[config.mk]
export PLATFORM = sky130hd
export DESIGN_NAME = hub75_bcm_scanner
export DESIGN_NICKNAME = d
export VERILOG_FILES = /design/src/rtl/hub75_bcm_scanner.sv
export SDC_FILE = /design/constraint.sdc
export NUM_CORES = 1
export LEC_CHECK = 0
export CORE_ASPECT_RATIO = 1.1
export CORE_MARGIN = 2
export CORE_UTILIZATION = 47
export CTS_CLUSTER_SIZE = 25
export DETAILED_ROUTE_END_ITERATION = 10
export DONT_BUFFER_PORTS = 1
export GPL_TIMING_DRIVEN = 1
export PLACE_DENSITY = 0.67
export SLEW_MARGIN = 20
export SYNTH_ARGS = -nofsm -noshare
export SYNTH_HDL_FRONTEND = slang
export SYNTH_SLANG_ARGS = --single-unit
export TNS_END_PERCENT = 5
[constraint.sdc]
create_clock -name clk -period 4.52 [get_ports clk]
set_input_delay 0.452 -clock clk [delete_from_list [all_inputs] [get_ports clk]]
set_output_delay 0.452 -clock clk [all_outputs]
set_load 0.03 [all_outputs]
[src/rtl/hub75_bcm_scanner.sv]
// HUB75 panel scanner: shifts gamma-corrected RGB bitplanes into the matrix and
// weights each plane's output-enable time by binary-code modulation.
module hub75_bcm_scanner #(
    parameter int ROW_BITS    = 4,
    parameter int COL_BITS    = 6,
    parameter int BITS        = 12,
    parameter int BASE_CYCLES = 1
) (
    input  logic                         clk,
    input  logic                         rst_n,
    input  logic                         enable,
    output logic                         rd_en,
    output logic [ROW_BITS+COL_BITS-1:0] rd_addr,
    input  logic [3*BITS-1:0]            rd_data_top,
    input  logic [3*BITS-1:0]            rd_data_bot,
    output logic                         panel_r1,
    output logic                         panel_g1,
    output logic                         panel_b1,
    output logic                         panel_r2,
    output logic                         panel_g2,
    output logic                         panel_b2,
    output logic                         panel_clk,
    output logic                         panel_lat,
    output logic                         panel_oe_n,
    output logic [ROW_BITS-1:0]          panel_a,
    output logic                         frame_done
);

    localparam int COLS = 1 << COL_BITS;
    localparam int CW   = COL_BITS + 2;
    localparam int PW   = (BITS > 1) ? $clog2(BITS) : 1;
    localparam int DW   = BITS + $clog2(BASE_CYCLES) + 1;

    localparam logic [CW-1:0]       SHIFT_LAST = CW'(2 * COLS + 1);
    localparam logic [CW-1:0]       RD_LIMIT   = CW'(2 * COLS);
    localparam logic [CW-1:0]       CLK_FIRST  = CW'(3);
    localparam logic [PW-1:0]       PLANE_LAST = PW'(BITS - 1);
    localparam logic [ROW_BITS-1:0] ROW_LAST   = '1;
    localparam logic [DW-1:0]       BASE_W     = DW'(BASE_CYCLES);

    typedef enum logic [1:0] {
        ST_IDLE,
        ST_SHIFT,
        ST_LATCH,
        ST_DISPLAY
    } state_t;

    state_t              state_q, state_d;
    logic [CW-1:0]       cyc_q, cyc_d;
    logic [DW-1:0]       disp_q, disp_d;
    logic [PW-1:0]       plane_q, plane_d;
    logic [ROW_BITS-1:0] row_q, row_d;
    logic                frame_done_d;

    logic                         rd_en_q;
    logic [ROW_BITS+COL_BITS-1:0] rd_addr_q;
    logic                         r1_q, g1_q, b1_q, r2_q, g2_q, b2_q;
    logic                         pclk_q, lat_q, oe_n_q, frame_done_q;
    logic [ROW_BITS-1:0]          a_q;

    logic [BITS-1:0] top_r, top_g, top_b, bot_r, bot_g, bot_b;
    logic [DW-1:0]   disp_last;
    logic            rd_en_d, pclk_d, capture;
    logic [ROW_BITS+COL_BITS-1:0] rd_addr_d;

    assign top_r = rd_data_top[3*BITS-1 -: BITS];
    assign top_g = rd_data_top[2*BITS-1 -: BITS];
    assign top_b = rd_data_top[BITS-1:0];
    assign bot_r = rd_data_bot[3*BITS-1 -: BITS];
    assign bot_g = rd_data_bot[2*BITS-1 -: BITS];
    assign bot_b = rd_data_bot[BITS-1:0];

    // Plane p stays lit for BASE_CYCLES<<p cycles; DW leaves headroom for the top plane.
    assign disp_last = (BASE_W << plane_q) - DW'(1);

    always_comb begin
        state_d      = state_q;
        cyc_d        = cyc_q;
        disp_d       = disp_q;
        plane_d      = plane_q;
        row_d        = row_q;
        frame_done_d = 1'b0;
        case (state_q)
            ST_IDLE: begin
                if (enable) begin
                    state_d = ST_SHIFT;
                    cyc_d   = '0;
                    plane_d = '0;
                    row_d   = '0;
                end
            end
            ST_SHIFT: begin
                if (cyc_q == SHIFT_LAST) begin
                    state_d = ST_LATCH;
                    cyc_d   = '0;
                end else begin
                    cyc_d = cyc_q + 1'b1;
                end
            end
            ST_LATCH: begin
                state_d = ST_DISPLAY;
                disp_d  = '0;
            end
            ST_DISPLAY: begin
                if (disp_q == disp_last) begin
                    state_d = ST_SHIFT;
                    cyc_d   = '0;
                    if (plane_q == PLANE_LAST) begin
                        plane_d = '0;
                        row_d   = row_q + 1'b1;
                        if (row_q == ROW_LAST) begin
                            frame_done_d = 1'b1;
                            if (!enable) state_d = ST_IDLE;
                        end
                    end else begin
                        plane_d = plane_q + 1'b1;
                    end
                end else begin
                    disp_d = disp_q + 1'b1;
                end
            end
            default: state_d = ST_IDLE;
        endcase
    end

    // Outputs are derived from next-state values so every pin is a flop aligned to its cycle.
    assign rd_en_d   = (state_d == ST_SHIFT) && !cyc_d[0] && (cyc_d < RD_LIMIT);
    assign rd_addr_d = {row_d, cyc_d[COL_BITS:1]};
    assign pclk_d    = (state_d == ST_SHIFT) && cyc_d[0] && (cyc_d >= CLK_FIRST);
    // Read data arrives in the odd cycle after each strobe; latch it onto the pins then.
    assign capture   = (state_q == ST_SHIFT) && cyc_q[0] && (cyc_q < RD_LIMIT);

    always_ff @(posedge clk or negedge rst_n) begin
        if (!rst_n) begin
            state_q      <= ST_IDLE;
            cyc_q        <= '0;
            disp_q       <= '0;
            plane_q      <= '0;
            row_q        <= '0;
            rd_en_q      <= 1'b0;
            rd_addr_q    <= '0;
            r1_q         <= 1'b0;
            g1_q         <= 1'b0;
            b1_q         <= 1'b0;
            r2_q         <= 1'b0;
            g2_q         <= 1'b0;
            b2_q         <= 1'b0;
            pclk_q       <= 1'b0;
            lat_q        <= 1'b0;
            oe_n_q       <= 1'b1;
            a_q          <= '0;
            frame_done_q <= 1'b0;
        end else begin
            state_q      <= state_d;
            cyc_q        <= cyc_d;
            disp_q       <= disp_d;
            plane_q      <= plane_d;
            row_q        <= row_d;
            rd_en_q      <= rd_en_d;
            if (rd_en_d) rd_addr_q <= rd_addr_d;
            if (capture) begin
                r1_q <= top_r[plane_q];
                g1_q <= top_g[plane_q];
                b1_q <= top_b[plane_q];
                r2_q <= bot_r[plane_q];
                g2_q <= bot_g[plane_q];
                b2_q <= bot_b[plane_q];
            end
            pclk_q       <= pclk_d;
            lat_q        <= (state_d == ST_LATCH);
            oe_n_q       <= (state_d != ST_DISPLAY);
            if (state_d == ST_LATCH) a_q <= row_d;
            frame_done_q <= frame_done_d;
        end
    end

    assign rd_en      = rd_en_q;
    assign rd_addr    = rd_addr_q;
    assign panel_r1   = r1_q;
    assign panel_g1   = g1_q;
    assign panel_b1   = b1_q;
    assign panel_r2   = r2_q;
    assign panel_g2   = g2_q;
    assign panel_b2   = b2_q;
    assign panel_clk  = pclk_q;
    assign panel_lat  = lat_q;
    assign panel_oe_n = oe_n_q;
    assign panel_a    = a_q;
    assign frame_done = frame_done_q;

endmodule

# Yosys cells after proc, flatten, opt, wreduce, memory -nomap -nowiden
# Index checks and enable logic that the tools add are counted.
# word_totals
elab_cells	90
reg_bits	56
# op_classes
n_eq_ne	13
n_reduce_logical	12
n_mux	37
n_lt_le_gt_ge	4
shifts	1
n_addsub	5
# op_table
op	n
case mux 13 bit (2 select lines)	1
binary-select mux 1 bit (select 4 bit)	6
2-to-1 mux 4 bit	6
2-to-1 mux 8 bit	3
case mux 8 bit (3 select lines)	1
less-than comparator 8 bit (second input constant)	2
case mux 4 bit (2 select lines)	2
adder 13 x 1 -> 13 bit (second input constant)	1
equality test 13 bit	1
2-to-1 mux 1 bit	13
2-to-1 mux 13 bit	1
left shift 1 x 4 -> 13 bit (first input constant)	1
subtractor 13 x 1 -> 13 bit (second input constant)	1
adder 4 x 1 -> 4 bit (second input constant)	2
adder 8 x 1 -> 8 bit (second input constant)	1
equality test 4 bit (second input constant)	2
equality test 8 bit (second input constant)	1
>= comparator 8 x 2 -> 1 bit (second input constant)	1
!= test 2 bit (second input constant)	4
case mux 2 bit (4 select lines)	1
equality test 2 bit (second input constant)	3
logical AND 1 bit	6
2-to-1 mux 2 bit	3
less-than comparator 4 x 5 -> 1 bit (second input constant)	1
6 further kinds	8

# Logic depth before layout (Yosys ltp)
# Gate-level depths: netlist of run 1.
# logic_depth
ltp_word	8
mapped_depth	18

# Least setup slack after synthesis of run 1
# Ideal clock, no wire load.
# synth_timing
kind	reg-to-reg
start	reg plane_q[0]
end	reg a_q[0] (netlist: panel_a[0])
synth_period_minus_slack_ps	4647
path_slack_ps	-127
required_ps	4395
path_stages_with_launch	18
t_arrival_ps	4522
path_cell_list	dfrtp_1 -> buf_1 -> inv_1 -> ha_1 -> clkbuf_8 -> buf_2 -> nand2_1 -> ha_1 -> or3b_1 -> a32oi_1 -> nor2_1 -> a211o_1 -> or4_4 -> or3_4 -> o21a_2 -> or2_1 -> buf_6 -> mux2_4
# synth_via
elab_chain_cells	6
elab_cells_between_ends	11
# synth_lines
item	line	rtl
from (decl)	51	logic [PW-1:0] plane_q, plane_d;
from (signal assigned)	157	plane_q <= plane_d;
left shift 1 x 4 -> 13 bit	74	assign disp_last = (BASE_W << plane_q) - DW'(1);
subtractor 13 x 1 -> 13 bit	74	
equality test 13 bit	105	if (disp_q == disp_last) begin
2-to-1 mux 2 bit *	105	
case mux 2 bit (4 select lines) *	83	case (state_q)
net state_d[0]	48	state_t state_q, state_d;
equality test 2 bit *	172	if (state_d == ST_LATCH) a_q <= row_d;
to (signal assigned)	172	
to (decl)	59	logic [ROW_BITS-1:0] a_q;
# The timed path passes the listed nets; every way through them passes the cells marked *.
# A chain may end at the register's enable or synchronous reset.

# Worst setup path in the final report of run 1
# layout_timing
start	reg plane_q[2]
end	reg rd_addr_q[7] (netlist: rd_addr[7])
# layout_via
elab_chain_cells	8
elab_cells_between_ends	17
# layout_lines
item	line	rtl
left shift 1 x 4 -> 13 bit	74	
subtractor 13 x 1 -> 13 bit	74	
equality test 13 bit	105	
2-to-1 mux 2 bit	105	
case mux 2 bit (4 select lines)	83	
net state_d[1]	48	
equality test 2 x 1 -> 1 bit	127	assign rd_en_d = (state_d == ST_SHIFT) && !cyc_d[0] && (cyc_d < RD_LIMIT);
logical AND 1 bit (2 in series)	127	
to (signal assigned)	160	if (rd_en_d) rd_addr_q <= rd_addr_d;
to (decl)	56	logic [ROW_BITS+COL_BITS-1:0] rd_addr_q;
# The timed path passes the listed nets, and every way through them passes these cells.

==> results.yml, run 1 <==
outcome:
  status: "finished, final reports clean"
clocking:
  htreeDepth: 2
  cts_tree: "done"
  numClockSinks: 56
  cts-root-buf: "clkbuf_8"
  cts.path.max_buffers: 2
  cts_setup_buffers: 0
  cts_made_buffers: 5
  insertion_delay_ns: 0.31
  clk_pin_slew_ns: 0.10
synth:
  avgSynthCellArea_um2: 9.82
  async_flop_share: 1.00
  synth_top_cell_area_share: 0.328
  ys_top_cells_by_area: "dfrtp_1, mux4_2, ha_1"
  syn-num-nets: 517
  synthDistinctLibCells: 77
  synth_top_cell_by_area: "dfrtp_1"
  ys_seq_area_frac: 0.335
  yosys_warnings: 0
  netlist_area_um2: 4190
  synth_edf_count: 0
  ys.flop_type: "dfrtp_1"
  ys_ff_latch: 56
  syn_inst: 427
worst_setup_path:
  startpoint_type: "flip-flop"
  crit_chain: "clkinv_1 -> ha_1 -> o41ai_4 -> a21boi_1 -> o221ai_1 -> a211o_1 -> or4_4 -> o21ai_4 -> o21a_1 -> inv_1 -> nor4b_4 -> buf_4 -> mux2_2"
  rrSetupSlack_ns: 0.40
  criticalPathCategory: "reg -> reg"
  cpPeakStageDelay_ns: 0.59
  crit_slowest_cell: "or4_4"
  r2r_end: "rd_addr[7]"
  cp.arrival_ns: 4.32
  r2r_cells: 13
  timing.rr.start: "plane_q[2]"
  cp.required_ns: 4.72
  path_max_fanout: 11
  end_kind: "flip-flop"
die:
  die_w_um: 94.0
  row_count: 36
  coreArea_um2: 8780
  die_h_um: 103
  dieArea_um2: 9690
  initial_utilization: 0.477
  ios: 100
layout:
  finish.utilization: 0.499
  syn2layout_area_growth_pct: 4.66
  final_layout_size_suffix_gt1_frac: 0.175
  fin_nets: 511
  antenna_cells: 0
timing:
  setup_viol_count_final: 0
  timing.fmax_mhz: 243
  slew_headroom: 0.643
  min_period_ns: 4.12
  tightest_slew_ns: 0.532
  hold_viol_final: 0
  fin_crit_sh: 0.912
  skew_ns: 0.00776
  fin_setup_tns_ns: 0
  slew_violations: 0
  worst_slack_ns: 0.397
  rsz0062_at_grt: "no"
pwr:
  powerDensity_nw_per_um2: 188
  p_total_mw: 0.826
  irDropWorstVdd_mv: 0.142
  p_leak_nw: 1.87
global_route:
  grt_pass1_vias: 3169
  grt_overflow: 0
  grt_usage: 0.198
  antenna_found_initial: 0
  grt_max_degree: 57
  grt_pass1_wl_um: 15200
worst_hold_path:
  hold_start: "enable"
  holdPathEnd: "state_q[0]"
  hold_depth: 3
  hp-class: "in -> reg"
job:
  max_cap_viol_count: 0
drt:
  avgRoutedWirePerCell_um: 18.2
  drt_iter0_drc: 140
  drc: 0
  antenna_left: 0
  via_per_inst: 6.04
  firstDrtPassIters: 5
  num_vias: 3238
  routed_wirelength_um: 9750
placement:
  hpwlAfterDp_um: 7360
  gp_congestion: 0.898
  place_ws_ns: 0.413
  port_buffers: 0
-- placed cells by master, fill, tap and decap left out, types with 6 or more instances in the layout --
cell / n
nand2_1: 48
nor3_1: 11
mux2i_1: 6
a21oi_1: 23
o21ai_0: 26
o21a_1: 6
mux4_2: 18
o31ai_1: 7
xor2_1: 9
nand3_1: 15
ha_1: 15
o2bb2ai_1: 6
and3_1: 8
a21o_1: 6
dfrtp_1: 55
nor2_1: 28
inv_1: 10
mux2_4: 10
buf_4: 12
xnor2_1: 7
-- power breakdown --
group	switching, mW	leakage [nW]	internal [mW]
registers	0.00782	0.699	0.503
clock network	0.169	0.0404	0.110
logic	0.0165	1.13	0.0194
-- worst max-delay path by stage --
| stage | start | end | slack, ns |
|---|---|---|---|
| CTS | plane_q[2] | rd_addr[7] | 0.39 |
| floorplan | plane_q[0] | panel_a[0] | 0.09 |
| detailed placement | plane_q[2] | rd_addr[6] | 0.41 |
| global placement | plane_q[0] | rd_addr[0] | 0.47 |
| global route | plane_q[0] | rd_addr[7] | 0.12 |
| finish | plane_q[2] | rd_addr[7] | 0.40 |
-- state kept, by name (all words and copies together) (netlist names) --
signal      count
panel_b2        1
plane_q         4
panel_g2        1
disp_q         13
panel_b1        1
panel_r1        1
frame_done      1
panel_r2        1
panel_lat       1
state_q         2
panel_a         4
cyc_q           8
panel_clk       1
rd_en           1
panel_g1        1
panel_oe_n      1
rd_addr        10
row_q           4
-- synth_stat cells, types with 3 or more instances --
master      n
dfrtp_1    55
o211ai_1    3
o21a_1      6
or2_2       3
mux2_2      5
nand3b_1    3
nor2_1     28
xor2_1      9
and3_1      8
mux2_4     10
a21o_1      6
nand2b_1    5
mux4_2     18
ha_1       15
nand4_1     4
o21ai_0    26
buf_1       7
clkbuf_1   10
mux2i_1     6
xnor2_1     7
buf_2       3
o31ai_1     7
o2bb2ai_1   6
nor2b_1     5
inv_1      10
nand2_1    48
nor3_1     11
nand3_1    15
clkbuf_8    4
and2_0      3
a21oi_1    23
buf_6       3
-- cells by family (layout without fill, tap and decap cells) --
family	count (synthesis)	count (layout)	share of synthesized area
simple gates	159	159	0.204
buf+inv	38	33	0.0499
xor+xnor	16	16	0.0334
mux	39	39	0.160
compound gates	104	104	0.173
flops	56	56	0.335
fa+ha+maj	15	15	0.0448
-- through the flow --
step           hold WS [ns]  cells  instance area [µm²]
2_1_floorplan         0.156    427                 4190
3_3_place_gp          0.157    526                 4260
3_5_place_dp          0.157    526                 4260
4_1_cts               0.443    536                 4390
5_1_grt               0.459    536                 4390
6_report              0.450    536                 4390
-- per-layer routing --
layer | vias to the layer above | global-route usage | wire length [µm]
li1 | 1575 | - | -
met1 | 1542 | 0.264 | 4350
met2 | 109 | 0.329 | 4730
met3 | 12 | 0.0380 | 536
met4 | 0 | 0.0591 | 138
met5 | - | 0 | 0
-- timing repair --
item                                   CTS  global route
resized for setup                        0             0
hold buffers                             2             0
endpoints found under the hold margin   56             0
-- worst max-delay path: cells and delay by family, from the launching register on --
family | cells | cell delay, ns
AO/OA/AOI/OAI | 6 | 1.37
AND/OR/NAND/NOR | 2 | 0.85
buffers and inverters | 3 | 0.58
flip-flops | 1 | 0.44
adder cells (fa/ha/maj) | 1 | 0.43
multiplexers | 1 | 0.35
-- area by class of cell --
type	instances	area, µm²
multi-input cells	333	2580
inverters	11	41.3
clock buffers	5	68.8
clock inverters	3	23.8
flip-flops and latches	56	1400
well taps	114	143
repair buffers	14	128
fillers	820	4400
Power figures use the tool's default switching activity.
==> run 2, diff against run 1 <==
Settings changed: CORE_UTILIZATION 47 to 60, CTS_CLUSTER_DIAMETER set to 200, PLACE_DENSITY 0.67 to 0.79.
Clock period 4.52 ns to 4 ns, I/O delays scaled along.
==> run 2 against run 1 <==
Total power grew 27%. Via count grew 4.0%. Critical path depth is the same. Sequential cell count is the same. Hold slack lost 0.032 ns. Clock power grew 53%. Register-to-register slack lost 0.32 ns. Combinational power grew 12%. Cell count shrank 4.1%. Clock-buffer cell count grew 1.
==> results.yml, run 2 (synthesized netlist as in run 1, its figures left out) <==
placement:
  dp.cells: 500
  hpwlAfterDp_um: 7540
  port_buffers: 0
  gp_congestion: 0.957
timing:
  fin_crit_sh: 0.980
  tightest_slew_ns: 0.714
  timing.fmax_mhz: 255
  slew_violations: 0
  setup_viol_count_final: 0
  skew_ns: 0.00651
  min_period_ns: 3.92
  hold_viol_final: 0
  fin_hold_ws_ns: 0.418
  slew_headroom: 0.521
worst_setup_path:
  criticalPathCategory: "reg -> reg"
  timing.rr.start: "plane_q[1]"
  cp.arrival_ns: 4.12
  end_kind: "flip-flop"
  cp.required_ns: 4.20
  path_max_fanout: 10
  rrSetupSlack_ns: 0.08
  startpoint: "plane_q[1]"
  r2r_cells: 13
  startpoint_type: "flip-flop"
global_route:
  grt_pass1_vias: 3360
  grt_pass1_wl_um: 16700
  grt_max_degree: 57
  grt_usage: 0.266
  grt_overflow: 0
  antenna_found_initial: 0
job:
  max_cap_viol_count: 0
layout:
  syn2layout_area_growth_pct: 7.88
  top_register: "disp_q"
  fin_nets: 521
  stdcell_count: 514
  antenna_cells: 0
  layout_common_cells: "dfrtp_1, nand2_1, nor2_1, o21ai_0, a21oi_1"
  finish.utilization: 0.678
  final_common_cell: "dfrtp_1"
  final_layout_size_suffix_gt1_frac: 0.220
  largest_register_ffs: 13
  fill_cells: 515
pwr:
  clkPwrFrac: 0.409
  p_switching_mw: 0.205
  p_sw_frac: 0.196
  p_total_mw: 1.05
  pwr-share-seq: 0.552
  pwr-share-comb: 0.038
  p_int_mw: 0.841
  p_leak_nw: 1.95
  irDropWorstVdd_mv: 0.269
  powerDensity_nw_per_um2: 231
worst_hold_path:
  hold_start: "enable"
  hold_depth: 3
  hp-class: "in -> reg"
clocking:
  htreeDepth: 2
  clk_pin_slew_ns: 0.09
  cts.path.max_buffers: 2
  cts_tree: "done"
  cts-root-buf: "clkbuf_8"
  insertion_delay_ns: 0.31
  cts_made_buffers: 5
  numClockSinks: 56
drt:
  num_vias: 3368
  antenna_left: 0
  firstDrtPassIters: 4
  routed_wirelength_um: 10200
  avgRoutedWirePerCell_um: 19.9
  drc: 0
  drt_iter0_drc: 223
  via_per_inst: 6.55
outcome:
  status: "finished, final reports clean"
die:
  row_count: 31
  initial_utilization: 0.628
  die_h_um: 91.7
  ios: 100
  dieArea_um2: 7670
  coreArea_um2: 6670
  die_w_um: 83.7
run 2: cell types whose count changed in the layout (fill, tap and decap cells not counted), moves of 2 or more:
cell        previous run  this run
bufinv_16              0         2
clkinvlp_4             2         0
buf_6                  0         2
ha_1                  15        13
buf_4                 12        20
dfrtp_1               55        53
dfrtp_2                0         2
run 2: worst paths after layout:
path	to
max reg2reg	rd_addr[9]
max	rd_addr[9]
max in group asynchronous	panel_oe_n
min reg2reg	disp_q[11]
min	state_q[0]
min in group asynchronous	cyc_q[0]
run 2: cell type report:
type / count / area (µm²) / area share
clock inverter: 2 / 60.1 / 0.0133
inverter: 11 / 41.3 / 0.00913
tap: 82 / 103 / 0.0227
timing repair buffer: 24 / 210 / 0.0465
clock buffer: 6 / 72.6 / 0.0160
sequential: 56 / 1410 / 0.311
multi-input combinational: 333 / 2630 / 0.582
run 2: repair_timing:
action	4_1_cts	5_1_grt
endpoints found under the hold margin	56	0
resized for setup	1	13
cloned	0	1
hold buffers	2	0
setup buffers	0	3
pin swaps	0	3
setup endpoints to repair	1	14
run 2: power by group through the flow:
stage	logic [mW]	clock network, mW	registers [mW]
floorplan	0.0228	0	0.588
global placement	0.0253	0	0.589
detailed placement	0.0260	0	0.589
CTS	0.0410	0.432	0.578
global route	0.0451	0.454	0.578
finish	0.0401	0.428	0.578
run 2: worst max-delay path: stages, from the launching register on:
cell     delay, ns
dfrtp_2       0.46
ha_2          0.20
ha_1          0.19
buf_4         0.18
o41ai_1       0.33
a21oi_1       0.12
xor2_1        0.20
a31oi_2       0.17
or4b_2        0.69
or3_4         0.41
o21a_2        0.25
nor4b_4       0.14
buf_6         0.16
mux2_4        0.30
run 2: metrics by stage:
| step | setup WS [ns] | cell area (µm²) | setup TNS (ns) |
|---|---|---|---|
| detailed placement | 0.0107 | 4280 | 0 |
| global route | -0.0857 | 4520 | -0.597 |
| CTS | 0.0167 | 4450 | 0 |
| floorplan | 0.0139 | 4220 | 0 |
| global placement | 0.112 | 4280 | 0 |
| finish | 0.0796 | 4520 | 0 |
run 2: metal layers:
metal,GRT usage,routed length (µm)
met5,0,0
met4,0.0645,157
met3,0.0468,552
met2,0.460,5100
met1,0.350,4400
